`src/rtl/ghost_pkg.sv`:
```
// Shared types and constants for the ghost movement path: round states,
// direction encoding, screen geometry and coordinate widths.
package ghost_pkg;

    typedef enum logic [1:0] {
        ST_IDLE   = 2'd0,
        ST_RUN    = 2'd1,
        ST_CAUGHT = 2'd2,
        ST_OVER   = 2'd3
    } state_t;

    typedef enum logic [1:0] {
        DIR_W = 2'd0,
        DIR_S = 2'd1,
        DIR_A = 2'd2,
        DIR_D = 2'd3
    } dir_t;

    localparam int WIDTH  = 640;
    localparam int HEIGHT = 480;
    localparam int TILE   = 20;
    localparam int X_W    = 10;
    localparam int Y_W    = 9;

    // Unsigned distance between two coordinates, zero-extended to 16 bits
    function automatic logic [15:0] abs_diff16(input logic [15:0] a, input logic [15:0] b);
        if (a >= b) begin
            abs_diff16 = a - b;
        end else begin
            abs_diff16 = b - a;
        end
    endfunction

endpackage

```
`src/rtl/ghost_motion_ctrl_if.sv`:
```
// Bus between the ghost AI / renderer side (master) and the motion controller (slave).
// step_err exists only when GHOST_STEP_CHECK_EN is defined.
interface ghost_motion_ctrl_if #(
    parameter int X_W = ghost_pkg::X_W,
    parameter int Y_W = ghost_pkg::Y_W
);
    logic           start;
    logic [X_W-1:0] next_x;
    logic [Y_W-1:0] next_y;
    logic [1:0]     next_dir;
    logic           is_over;
    logic [X_W-1:0] ghost_x;
    logic [Y_W-1:0] ghost_y;
    logic [1:0]     ghost_dir;
    logic           move_tick;
    logic [1:0]     lives;
    logic [1:0]     state;
    logic           game_over;
`ifdef GHOST_STEP_CHECK_EN
    logic           step_err;
`endif

    modport master (
        output start, next_x, next_y, next_dir, is_over,
        input  ghost_x, ghost_y, ghost_dir, move_tick, lives, state, game_over
`ifdef GHOST_STEP_CHECK_EN
        , input step_err
`endif
    );

    modport slave (
        input  start, next_x, next_y, next_dir, is_over,
        output ghost_x, ghost_y, ghost_dir, move_tick, lives, state, game_over
`ifdef GHOST_STEP_CHECK_EN
        , output step_err
`endif
    );
endinterface

```
`src/rtl/tick_divider.sv`:
```
// Free-running modulo-CLK_DIV counter; tick is high on the wrap cycle.
// Shared with the player position controller.
module tick_divider #(
    parameter int CLK_DIV = 2500000
) (
    input  logic clk,
    input  logic reset,
    input  logic en,
    input  logic clr,
    output logic tick
);
    localparam int            CW   = $clog2(CLK_DIV);
    localparam logic [CW-1:0] LAST = CW'(CLK_DIV - 1);

    logic [CW-1:0] r_cnt;

    // Counter runs only while enabled; clear and disable both park it at zero
    always_ff @(posedge clk or negedge reset) begin
        if (!reset) begin
            r_cnt <= '0;
        end else if (clr || !en) begin
            r_cnt <= '0;
        end else if (r_cnt == LAST) begin
            r_cnt <= '0;
        end else begin
            r_cnt <= r_cnt + CW'(1);
        end
    end

    assign tick = en && !clr && (r_cnt == LAST);
endmodule

```
`src/rtl/ghost_motion_ctrl.sv`:
```
// Ghost motion controller: commits AI-proposed positions on move ticks and runs
// the round FSM. Optional step legality check is built with GHOST_STEP_CHECK_EN.
module ghost_motion_ctrl #(
    parameter int CLK_DIV      = 2500000,
    parameter int SPAWN_X      = 300,
    parameter int SPAWN_Y      = 220,
    parameter int LIVES        = 3,
    parameter int FREEZE_TICKS = 20,
    parameter int X_W          = ghost_pkg::X_W,
    parameter int Y_W          = ghost_pkg::Y_W
`ifdef GHOST_STEP_CHECK_EN
    , parameter int MAX_STEP   = 5
`endif
) (
    input logic                clk,
    input logic                reset,
    ghost_motion_ctrl_if.slave bus
);
    import ghost_pkg::*;

    localparam int             FW        = $clog2(FREEZE_TICKS + 1);
    localparam logic [X_W-1:0] SPAWN_XV  = X_W'(SPAWN_X);
    localparam logic [Y_W-1:0] SPAWN_YV  = Y_W'(SPAWN_Y);
    localparam logic [1:0]     LIVES_V   = 2'(LIVES);
    localparam logic [FW-1:0]  FREEZE_V  = FW'(FREEZE_TICKS);

    state_t         r_state;
    state_t         w_state_nxt;
    logic [X_W-1:0] r_x;
    logic [Y_W-1:0] r_y;
    logic [1:0]     r_dir;
    logic           r_move_tick;
    logic [1:0]     r_lives;
    logic [FW-1:0]  r_freeze;
    logic           r_is_over_q;
    logic           r_game_over;
    logic           w_tick;
    logic           w_catch;
    logic           w_div_en;
    logic           w_div_clr;
    logic           w_commit_ok;

    assign w_catch   = bus.is_over & ~r_is_over_q;
    assign w_div_en  = (r_state == ST_RUN) || (r_state == ST_CAUGHT);
    assign w_div_clr = (r_state == ST_IDLE) && bus.start;

    tick_divider #(.CLK_DIV(CLK_DIV)) u_div (
        .clk   (clk),
        .reset (reset),
        .en    (w_div_en),
        .clr   (w_div_clr),
        .tick  (w_tick)
    );

`ifdef GHOST_STEP_CHECK_EN
    logic [16:0] w_dist;
    logic        r_step_err;

    // Manhattan distance of the proposed move plus on-screen bound
    always_comb begin
        w_dist = {1'b0, abs_diff16(16'(bus.next_x), 16'(r_x))}
               + {1'b0, abs_diff16(16'(bus.next_y), 16'(r_y))};
        if ((w_dist <= 17'(MAX_STEP)) && (16'(bus.next_x) < 16'(WIDTH))
                && (16'(bus.next_y) < 16'(HEIGHT))) begin
            w_commit_ok = 1'b1;
        end else begin
            w_commit_ok = 1'b0;
        end
    end

    // Sticky rejection flag, cleared when a new game begins
    always_ff @(posedge clk or negedge reset) begin
        if (!reset) begin
            r_step_err <= 1'b0;
        end else if ((r_state == ST_IDLE) && bus.start) begin
            r_step_err <= 1'b0;
        end else if ((r_state == ST_RUN) && !w_catch && w_tick && !w_commit_ok) begin
            r_step_err <= 1'b1;
        end else begin
            r_step_err <= r_step_err;
        end
    end

    assign bus.step_err = r_step_err;
`else
    assign w_commit_ok = 1'b1;
`endif

    // Round state register
    always_ff @(posedge clk or negedge reset) begin
        if (!reset) begin
            r_state <= ST_IDLE;
        end else begin
            r_state <= w_state_nxt;
        end
    end

    // Round state transitions; a catch is only acted on while running
    always_comb begin
        w_state_nxt = r_state;
        case (r_state)
            ST_IDLE: begin
                if (bus.start) w_state_nxt = ST_RUN;
                else           w_state_nxt = ST_IDLE;
            end
            ST_RUN: begin
                if (w_catch) begin
                    if (r_lives == 2'd1) w_state_nxt = ST_OVER;
                    else                 w_state_nxt = ST_CAUGHT;
                end else begin
                    w_state_nxt = ST_RUN;
                end
            end
            ST_CAUGHT: begin
                if (w_tick && (r_freeze == FW'(1))) w_state_nxt = ST_RUN;
                else                                 w_state_nxt = ST_CAUGHT;
            end
            ST_OVER: begin
                if (bus.start) w_state_nxt = ST_IDLE;
                else           w_state_nxt = ST_OVER;
            end
            default: w_state_nxt = ST_IDLE;
        endcase
    end

    // Position, lives and freeze bookkeeping; catch takes priority over commit
    always_ff @(posedge clk or negedge reset) begin
        if (!reset) begin
            r_x         <= SPAWN_XV;
            r_y         <= SPAWN_YV;
            r_dir       <= 2'd0;
            r_move_tick <= 1'b0;
            r_lives     <= LIVES_V;
            r_freeze    <= '0;
            r_is_over_q <= 1'b0;
            r_game_over <= 1'b0;
        end else begin
            r_is_over_q <= bus.is_over;
            r_move_tick <= w_tick;
            r_game_over <= (w_state_nxt == ST_OVER);
            case (r_state)
                ST_IDLE: begin
                    r_x      <= SPAWN_XV;
                    r_y      <= SPAWN_YV;
                    r_dir    <= 2'd0;
                    r_freeze <= '0;
                end
                ST_RUN: begin
                    if (w_catch) begin
                        r_lives <= r_lives - 2'd1;
                        if (r_lives != 2'd1) begin
                            r_x      <= SPAWN_XV;
                            r_y      <= SPAWN_YV;
                            r_freeze <= FREEZE_V;
                        end
                    end else if (w_tick && w_commit_ok) begin
                        r_x   <= bus.next_x;
                        r_y   <= bus.next_y;
                        r_dir <= bus.next_dir;
                    end
                end
                ST_CAUGHT: begin
                    r_x <= SPAWN_XV;
                    r_y <= SPAWN_YV;
                    if (w_tick) r_freeze <= r_freeze - FW'(1);
                end
                ST_OVER: begin
                    if (bus.start) r_lives <= LIVES_V;
                end
                default: begin
                    r_x <= SPAWN_XV;
                    r_y <= SPAWN_YV;
                end
            endcase
        end
    end

    assign bus.ghost_x   = r_x;
    assign bus.ghost_y   = r_y;
    assign bus.ghost_dir = r_dir;
    assign bus.move_tick = r_move_tick;
    assign bus.lives     = r_lives;
    assign bus.state     = r_state;
    assign bus.game_over = r_game_over;
endmodule

```
`src/flat_wrapper.sv`:
```
// flat-port wrapper written by rule: the top's interface ports become plain ports
module ghost_motion_ctrl_flat import ghost_pkg::*;
#(
    parameter int CLK_DIV      = 2500000,
    parameter int SPAWN_X      = 300,
    parameter int SPAWN_Y      = 220,
    parameter int LIVES        = 3,
    parameter int FREEZE_TICKS = 20,
    parameter int X_W          = ghost_pkg::X_W,
    parameter int Y_W          = ghost_pkg::Y_W

)
  (clk, reset, bus_start, bus_next_x, bus_next_y, bus_next_dir, bus_is_over, bus_ghost_x, bus_ghost_y, bus_ghost_dir, bus_move_tick, bus_lives, bus_state, bus_game_over);
  ghost_motion_ctrl_if #(.X_W(X_W), .Y_W(Y_W)) bus_i ();
  input logic clk;
  input logic reset;
  input wire logic [$bits(bus_i.start)-1:0] bus_start;
  input wire logic [$bits(bus_i.next_x)-1:0] bus_next_x;
  input wire logic [$bits(bus_i.next_y)-1:0] bus_next_y;
  input wire logic [$bits(bus_i.next_dir)-1:0] bus_next_dir;
  input wire logic [$bits(bus_i.is_over)-1:0] bus_is_over;
  output wire logic [$bits(bus_i.ghost_x)-1:0] bus_ghost_x;
  output wire logic [$bits(bus_i.ghost_y)-1:0] bus_ghost_y;
  output wire logic [$bits(bus_i.ghost_dir)-1:0] bus_ghost_dir;
  output wire logic [$bits(bus_i.move_tick)-1:0] bus_move_tick;
  output wire logic [$bits(bus_i.lives)-1:0] bus_lives;
  output wire logic [$bits(bus_i.state)-1:0] bus_state;
  output wire logic [$bits(bus_i.game_over)-1:0] bus_game_over;
  assign bus_i.start = bus_start;
  assign bus_i.next_x = bus_next_x;
  assign bus_i.next_y = bus_next_y;
  assign bus_i.next_dir = bus_next_dir;
  assign bus_i.is_over = bus_is_over;
  assign bus_ghost_x = bus_i.ghost_x;
  assign bus_ghost_y = bus_i.ghost_y;
  assign bus_ghost_dir = bus_i.ghost_dir;
  assign bus_move_tick = bus_i.move_tick;
  assign bus_lives = bus_i.lives;
  assign bus_state = bus_i.state;
  assign bus_game_over = bus_i.game_over;
  ghost_motion_ctrl #(.CLK_DIV(CLK_DIV), .SPAWN_X(SPAWN_X), .SPAWN_Y(SPAWN_Y), .LIVES(LIVES), .FREEZE_TICKS(FREEZE_TICKS), .X_W(X_W), .Y_W(Y_W)) u_core (.clk(clk), .reset(reset), .bus(bus_i));
endmodule
```
`config.mk`:
```
export PLATFORM = sky130hd
export DESIGN_NAME = ghost_motion_ctrl_flat
export DESIGN_NICKNAME = d
export VERILOG_FILES = /design/src/rtl/ghost_pkg.sv /design/src/rtl/ghost_motion_ctrl_if.sv /design/src/rtl/tick_divider.sv /design/src/rtl/ghost_motion_ctrl.sv /design/src/flat_wrapper.sv
export SDC_FILE = /design/constraint.sdc
export NUM_CORES = 1
export LEC_CHECK = 0
export CAP_MARGIN = 20
export CORE_ASPECT_RATIO = 1.2
export CORE_MARGIN = 2
export CORE_UTILIZATION = 57
export CTS_CLUSTER_DIAMETER = 80
export CTS_CLUSTER_SIZE = 40
export DETAILED_ROUTE_END_ITERATION = 8
export PLACE_DENSITY_LB_ADDON = 0.05
export SYNTH_ARGS = -nofsm -noshare
export SYNTH_HDL_FRONTEND = slang
export SYNTH_HIERARCHICAL = 1
export SYNTH_SLANG_ARGS = --single-unit
```
`constraint.sdc`:
```
create_clock -name clk -period 6.1 [get_ports clk]
set_clock_uncertainty 0.1 [all_clocks]
set_input_delay 1.525 -clock clk [delete_from_list [all_inputs] [get_ports clk]]
set_output_delay 1.525 -clock clk [all_outputs]
set_load 0.1 [all_outputs]
```
======== Yosys cells after proc, flatten, opt, wreduce, memory -nomap -nowiden ========
Index checks and enable logic that the tools add are counted.
operators by class
  bitwise gates (word level) .............. 2
  reductions and logical operators ........ 18
  add/sub/neg operators ................... 3
  multiplexer cells ....................... 26
  eq/ne operators ......................... 16
operators with widths
  kind                                                    number
  two-way mux 22 bit                                      2
  two-way mux 10 bit                                      3
  two-way mux 9 bit                                       3
  adder 22 x 1 -> 22 bit (second input constant)          1
  equality test 22 bit (second input constant)            1
  case mux 10 bit (2 select lines)                        1
  case mux 9 bit (2 select lines)                         1
  two-way mux 5 bit                                       3
  case mux 5 bit (3 select lines)                         1
  two-way mux 2 bit                                       7
  AND reduction 3 bit                                     3
  inequality test 2 x 1 -> 1 bit (second input constant)  4
  case mux 2 bit (2 select lines)                         2
  case mux 2 bit (4 select lines)                         1
  equality test 2 bit (second input constant)             3
  inequality test 2 bit (second input constant)           3
  nonzero test 2 bit                                      3
  equality test 5 x 1 -> 1 bit (second input constant)    1
  subtractor 5 x 1 -> 5 bit (second input constant)       1
  equality test 2 x 1 -> 1 bit (second input constant)    2
  logical AND 1 bit                                       4
  AND reduction 4 bit                                     1
  inequality test 3 x 1 -> 1 bit (second input constant)  1
  inequality test 3 bit (second input constant)           1
  9 further kinds                                         12
word-level totals
  output and inout port bits .............. 27
  input port bits ......................... 25
  register bits after elaboration ......... 55

======== Logic depth before layout (Yosys ltp) ========
  depth after elaboration ................. 9
  gate-level depth with buffers ........... 9

======== Modules after synthesis ========
Netlist, hierarchy kept.
modules (own cells, without submodules)
  module             cells an instance  times used  area each (sq um)  seq. area each (sq um)
  ghost_motion_ctrl  168                1           1735.4             839.6
  tick_divider       120                1           1203.7             550.5

======== Least setup slack after synthesis ========
Ideal clock, no wire load.
  path type ............................... input to register
  start ................................... in bus_start
  end ..................................... reg u_core.r_x[0], in the netlist u_core/bus.ghost_x[0]
  setup time .............................. 0.079 ns
  setup slack ............................. 3.012 ns
  data required time ...................... 5.921 ns
  path buffers ............................ 1
  arrival ................................. 2.909 ns
  stages on the path ...................... 7
  cells stage by stage .................... and2_1 inv_1 and3_1 nand2_1 a31oi_4 buf_6 mux2i_1
between the ends
  cells in the longest elaborated chain, start to end .. 6
ends and longest elaborated chain
  what                                             RTL line                  RTL
  from (decl)                                      flat_wrapper.sv:17        input wire logic [$bits(bus_i.start)-1:0] bus_start;
  logical AND 1 bit                                ghost_motion_ctrl.sv:45   assign w_div_clr = (r_state == ST_IDLE) && bus.start;
  logical NOT 1 bit                                tick_divider.sv:30        assign tick = en && !clr && (r_cnt == LAST);
  logical AND 1 bit (2 in a row)                   tick_divider.sv:30
  via u_core.w_tick                                ghost_motion_ctrl.sv:37   logic w_tick;
  inequality test 3 x 1 -> 1 bit (no source line)  -
  AND reduction 3 bit (no source line)             -
  to (signal assigned)                             ghost_motion_ctrl.sv:157  r_x <= bus.next_x;
  to (decl)                                        ghost_motion_ctrl.sv:29   logic [X_W-1:0] r_x;
The timed path passes the listed nets, and every way through them passes these cells.
A chain may end at the register's enable or synchronous reset.

======== Worst setup path after layout ========
  start ................................... in bus_start
  end ..................................... reg u_core.r_y[3], in the netlist u_core/bus.ghost_y[3]
between the ends
  cells in the longest elaborated chain, start to end .. 6
ends and longest elaborated chain
  what                                             RTL line                  RTL
  logical AND 1 bit                                ghost_motion_ctrl.sv:45
  via u_core.w_div_clr                             ghost_motion_ctrl.sv:40   logic w_div_clr;
  logical NOT 1 bit                                tick_divider.sv:30
  logical AND 1 bit (2 in a row)                   tick_divider.sv:30
  via u_core.w_tick                                ghost_motion_ctrl.sv:37
  inequality test 3 x 1 -> 1 bit (no source line)  -
  AND reduction 3 bit (no source line)             -
  to (signal assigned)                             ghost_motion_ctrl.sv:158  r_y <= bus.next_y;
  to (decl)                                        ghost_motion_ctrl.sv:30   logic [Y_W-1:0] r_y;
The timed path passes the listed nets, and every way through them passes these cells.

==> impl_metrics.csv <==
group,metric,value,unit
status,outcome,"finished, final reports clean",
clock_tree,cts_sinks,55,
layout,syn_to_final_growth,22.01,%
pwr,peakVddDrop,0.0002504,V
critical_path,worstSetupPathType,"in -> reg",
clock_tree,cts_buffer_depth,2,
timing,finalSetupViolCount,0,
route,vias_per_cell,5.551,
critical_path,cpPeakStageDelay,0.70,ns
layout,diodes,0,
timing,tightest_slew,1.005,ns
worst_hold_path,holdPathStages,2,
yosys,syn_avg_cell_area,10.21,um2
route,detail_route.first_pass.iterations,4,
timing,fin_tns_setup,0,ns
yosys,synth.top_cells.by_count,"dfrtp_1, nand2_1, nor2_1, inv_1, a21oi_1",
global_routing,grt_max_degree,56,
critical_path,crit_fanout,19,
yosys,netlist.area_leader.share,0.3746,
layout,post-route-util,0.7259,
route,drt_iter0_markers,116,
timing,min_period_over_period,0.6235,
global_routing,grt_pass1_vias,2232,
clock_tree,cts_tree,"done",
critical_path,critical_path.endpoint_type,"flip-flop",
floorplanning,die_w,69.55,um
pwr,p_leak,0.001546,uW
critical_path,worstPathCellList,"clkdlybuf4s50_1 > and2_1 > inv_1 > and3_1 > nand2_1 > a31oi_4 > mux2_2",
yosys,synth_seq_area_share,0.4730,
job,cap_violations,0,
yosys,yosysTopAreaCell,"dfrtp_1",
yosys,synth.area.top_cells,"dfrtp_1, dfstp_2, ha_1",
layout,drive_above_1_share,0.1202,
yosys,syn-cell-area,0.002939,mm2
clock_tree,path_clk_slew,0.09,ns
clock_tree,cts_hold_buf,0,
floorplanning,initial_core_util,0.5950,
yosys,ys.flop_type,"dfrtp_1",
global_routing,grt_overflow,0,
place,dp_hpwl,4418,um
clock_tree,numCtsBuffers,5,
route,routed_wl,6117,um
floorplanning,core.rowCount,28,
critical_path,reg2reg_from,"u_core/u_div/r_cnt[0]",
critical_path,required,6.23,ns
yosys,ys_ff_latch,55,
timing,hold_viol_final,0,
route,drc,0,
yosys,syn_inst,288,
global_routing,grt_use_total,0.2325,
layout,fillCellCount,373,
yosys,synthArstFlopShare,1.000,
yosys,post_synth_num_cell_types,53,
timing,max_freq,262.9,MHz
timing,slew_viol_final,0,
worst_hold_path,holdCritStartpoint,"u_core/bus.ghost_x[6]",
worst_hold_path,min_path_type,"reg -> reg",
critical_path,startpoint_type,"primary input",
clock_tree,clk_latency,0.30,ns
floorplanning,core,0.004940,mm2
critical_path,r2r-end,"u_core/bus.ghost_y[3]",
critical_path,slowest_stage,"a31oi_4",
yosys,ys_warn_count,6,
clock_tree,ctsResizeCount,0,
pwr,power.density,465.5,mW/mm2
place,place.gp.congestion,0.8335,
yosys,synth.most_common_cell,"dfrtp_1",
route,num_vias,2226,
floorplanning,die_height,82.66,um
floorplanning,io_pins,52,
worst_hold_path,hold_path_end,"u_core/bus.ghost_x[6]",
timing,maxSlewHeadroom,0.3282,
place,io_buffers,51,
route,drtAntennaViolNets,0,
global_routing,grt_pass1_wl,10610,um
yosys,synth_edf_count,0,
route,wire_per_inst,15.25,um
clock_tree,cts_setup_buffers,0,
clock_tree,htree_levels,2,
global_routing,antenna_found_initial,0,
critical_path,r2r_setup_slack,3.03,ns
layout,final_nets,376,
timing,rsz0062_at_grt,"no",
critical_path,r2r_cells,8,
clock_tree,cts-root-buf,"clkbuf_8",
timing,fin_crit,3.803,ns
floorplanning,dieArea,0.005749,mm2
critical_path,critPathArrivalTime,3.93,ns
yosys,syn_nets,323,
==> per-layer routing <==
metal	GRT usage	routed length, um
met4	0.06275	63
met5	0	0
met2	0.4298	3218
met1	0.2843	2605
met3	0.03883	229
==> registers in the layout, summed over array words and instances (netlist names), 2 cells and up <==
name / flops
u_core/bus.lives: 2
u_core/u_div/r_cnt: 22
u_core/bus.ghost_dir: 2
u_core/bus.state: 2
u_core/bus.ghost_y: 9
u_core/r_freeze: 5
u_core/bus.ghost_x: 10
==> logic make-up after synthesis <==
logic type,count (synthesis),share of synthesized area
AOI/OAI and AO/OA,42,0.09962
xor gates and xnor gates,14,0.04172
adders and majority gates,10,0.04257
buffers and inverters,29,0.04172
DFF,55,0.4730
muxes,21,0.07620
and+or+nand+nor,117,0.2252
==> critical path: cells and delay by family <==
family / cells / cell delay [ns]
AO/OA/AOI/OAI: 1 / 0.70
buffers and inverters: 2 / 0.55
multiplexers: 1 / 0.42
AND/OR/NAND/NOR: 3 / 0.73
==> where the power goes <==
group | total [uW] | switching (uW) | leakage (uW) | internal (uW)
Clock | 201 | 112 | 0.0000470 | 89.4
Sequential | 507 | 55.2 | 0.000713 | 452
Combinational | 961 | 688 | 0.000786 | 273
==> worst max path at each step <==
stage / start / endpoint / cells past startpoint
global route: bus_start / u_core/bus.ghost_y[3] / 7
CTS: bus_start / u_core/bus.ghost_y[3] / 7
finish: bus_start / u_core/bus.ghost_y[3] / 7
floorplan: bus_start / u_core/bus.ghost_x[0] / 7
global placement: bus_start / u_core/bus.ghost_y[2] / 7
detailed placement: bus_start / u_core/bus.ghost_y[3] / 7
==> layout by cell type, fill, tap and decap left out, drive strengths merged, types with 3 or more instances in the layout <==
| cell | count |
|---|---|
| clkdlybuf4s50 | 50 |
| dfrtp | 44 |
| nand2 | 26 |
| nor2 | 25 |
| inv | 22 |
| a21oi | 17 |
| nand2b | 13 |
| xor2 | 11 |
| dfstp | 11 |
| mux2 | 11 |
| mux2i | 10 |
| ha | 10 |
| nand3 | 9 |
| o21ai | 7 |
| clkbuf | 6 |
| nand4 | 6 |
| o31ai | 5 |
| and4 | 5 |
| and3 | 5 |
| or3 | 5 |
| and2 | 4 |
| or4 | 4 |
| nor2b | 3 |
| nor4 | 3 |
| xnor2 | 3 |
| nor3 | 3 |
| buf | 3 |
==> stage by stage <==
step / total power [uW] / cells / area [um2] / hold WS, ns / setup WS [ns]
6_report: 1669 / 401 / 3586 / 0.4246 / 2.297
5_1_grt: 1757 / 401 / 3586 / 0.4504 / 2.199
4_1_cts: 1677 / 400 / 3575 / 0.4299 / 2.322
3_5_place_dp: 1470 / 393 / 3487 / 0.4078 / 2.020
3_3_place_gp: 1454 / 393 / 3487 / 0.4034 / 2.069
2_1_floorplan: 1273 / 288 / 2939 / 0.3882 / 3.012
==> final cells by class <==
| cell class | instances | area, um2 | share of cell area |
|---|---|---|---|
| Inverter | 22 | 82.58 | 0.02303 |
| Timing Repair Buffer | 53 | 524.3 | 0.1462 |
| Multi-Input combinational cell | 204 | 1426 | 0.3978 |
| Clock inverter | 1 | 5.005 | 0.001396 |
| Tap cell | 60 | 75.07 | 0.02094 |
| Clock buffer | 6 | 82.58 | 0.02303 |
| Sequential cell | 55 | 1390 | 0.3876 |
Note: power is estimated with default switching activity, not from simulation.
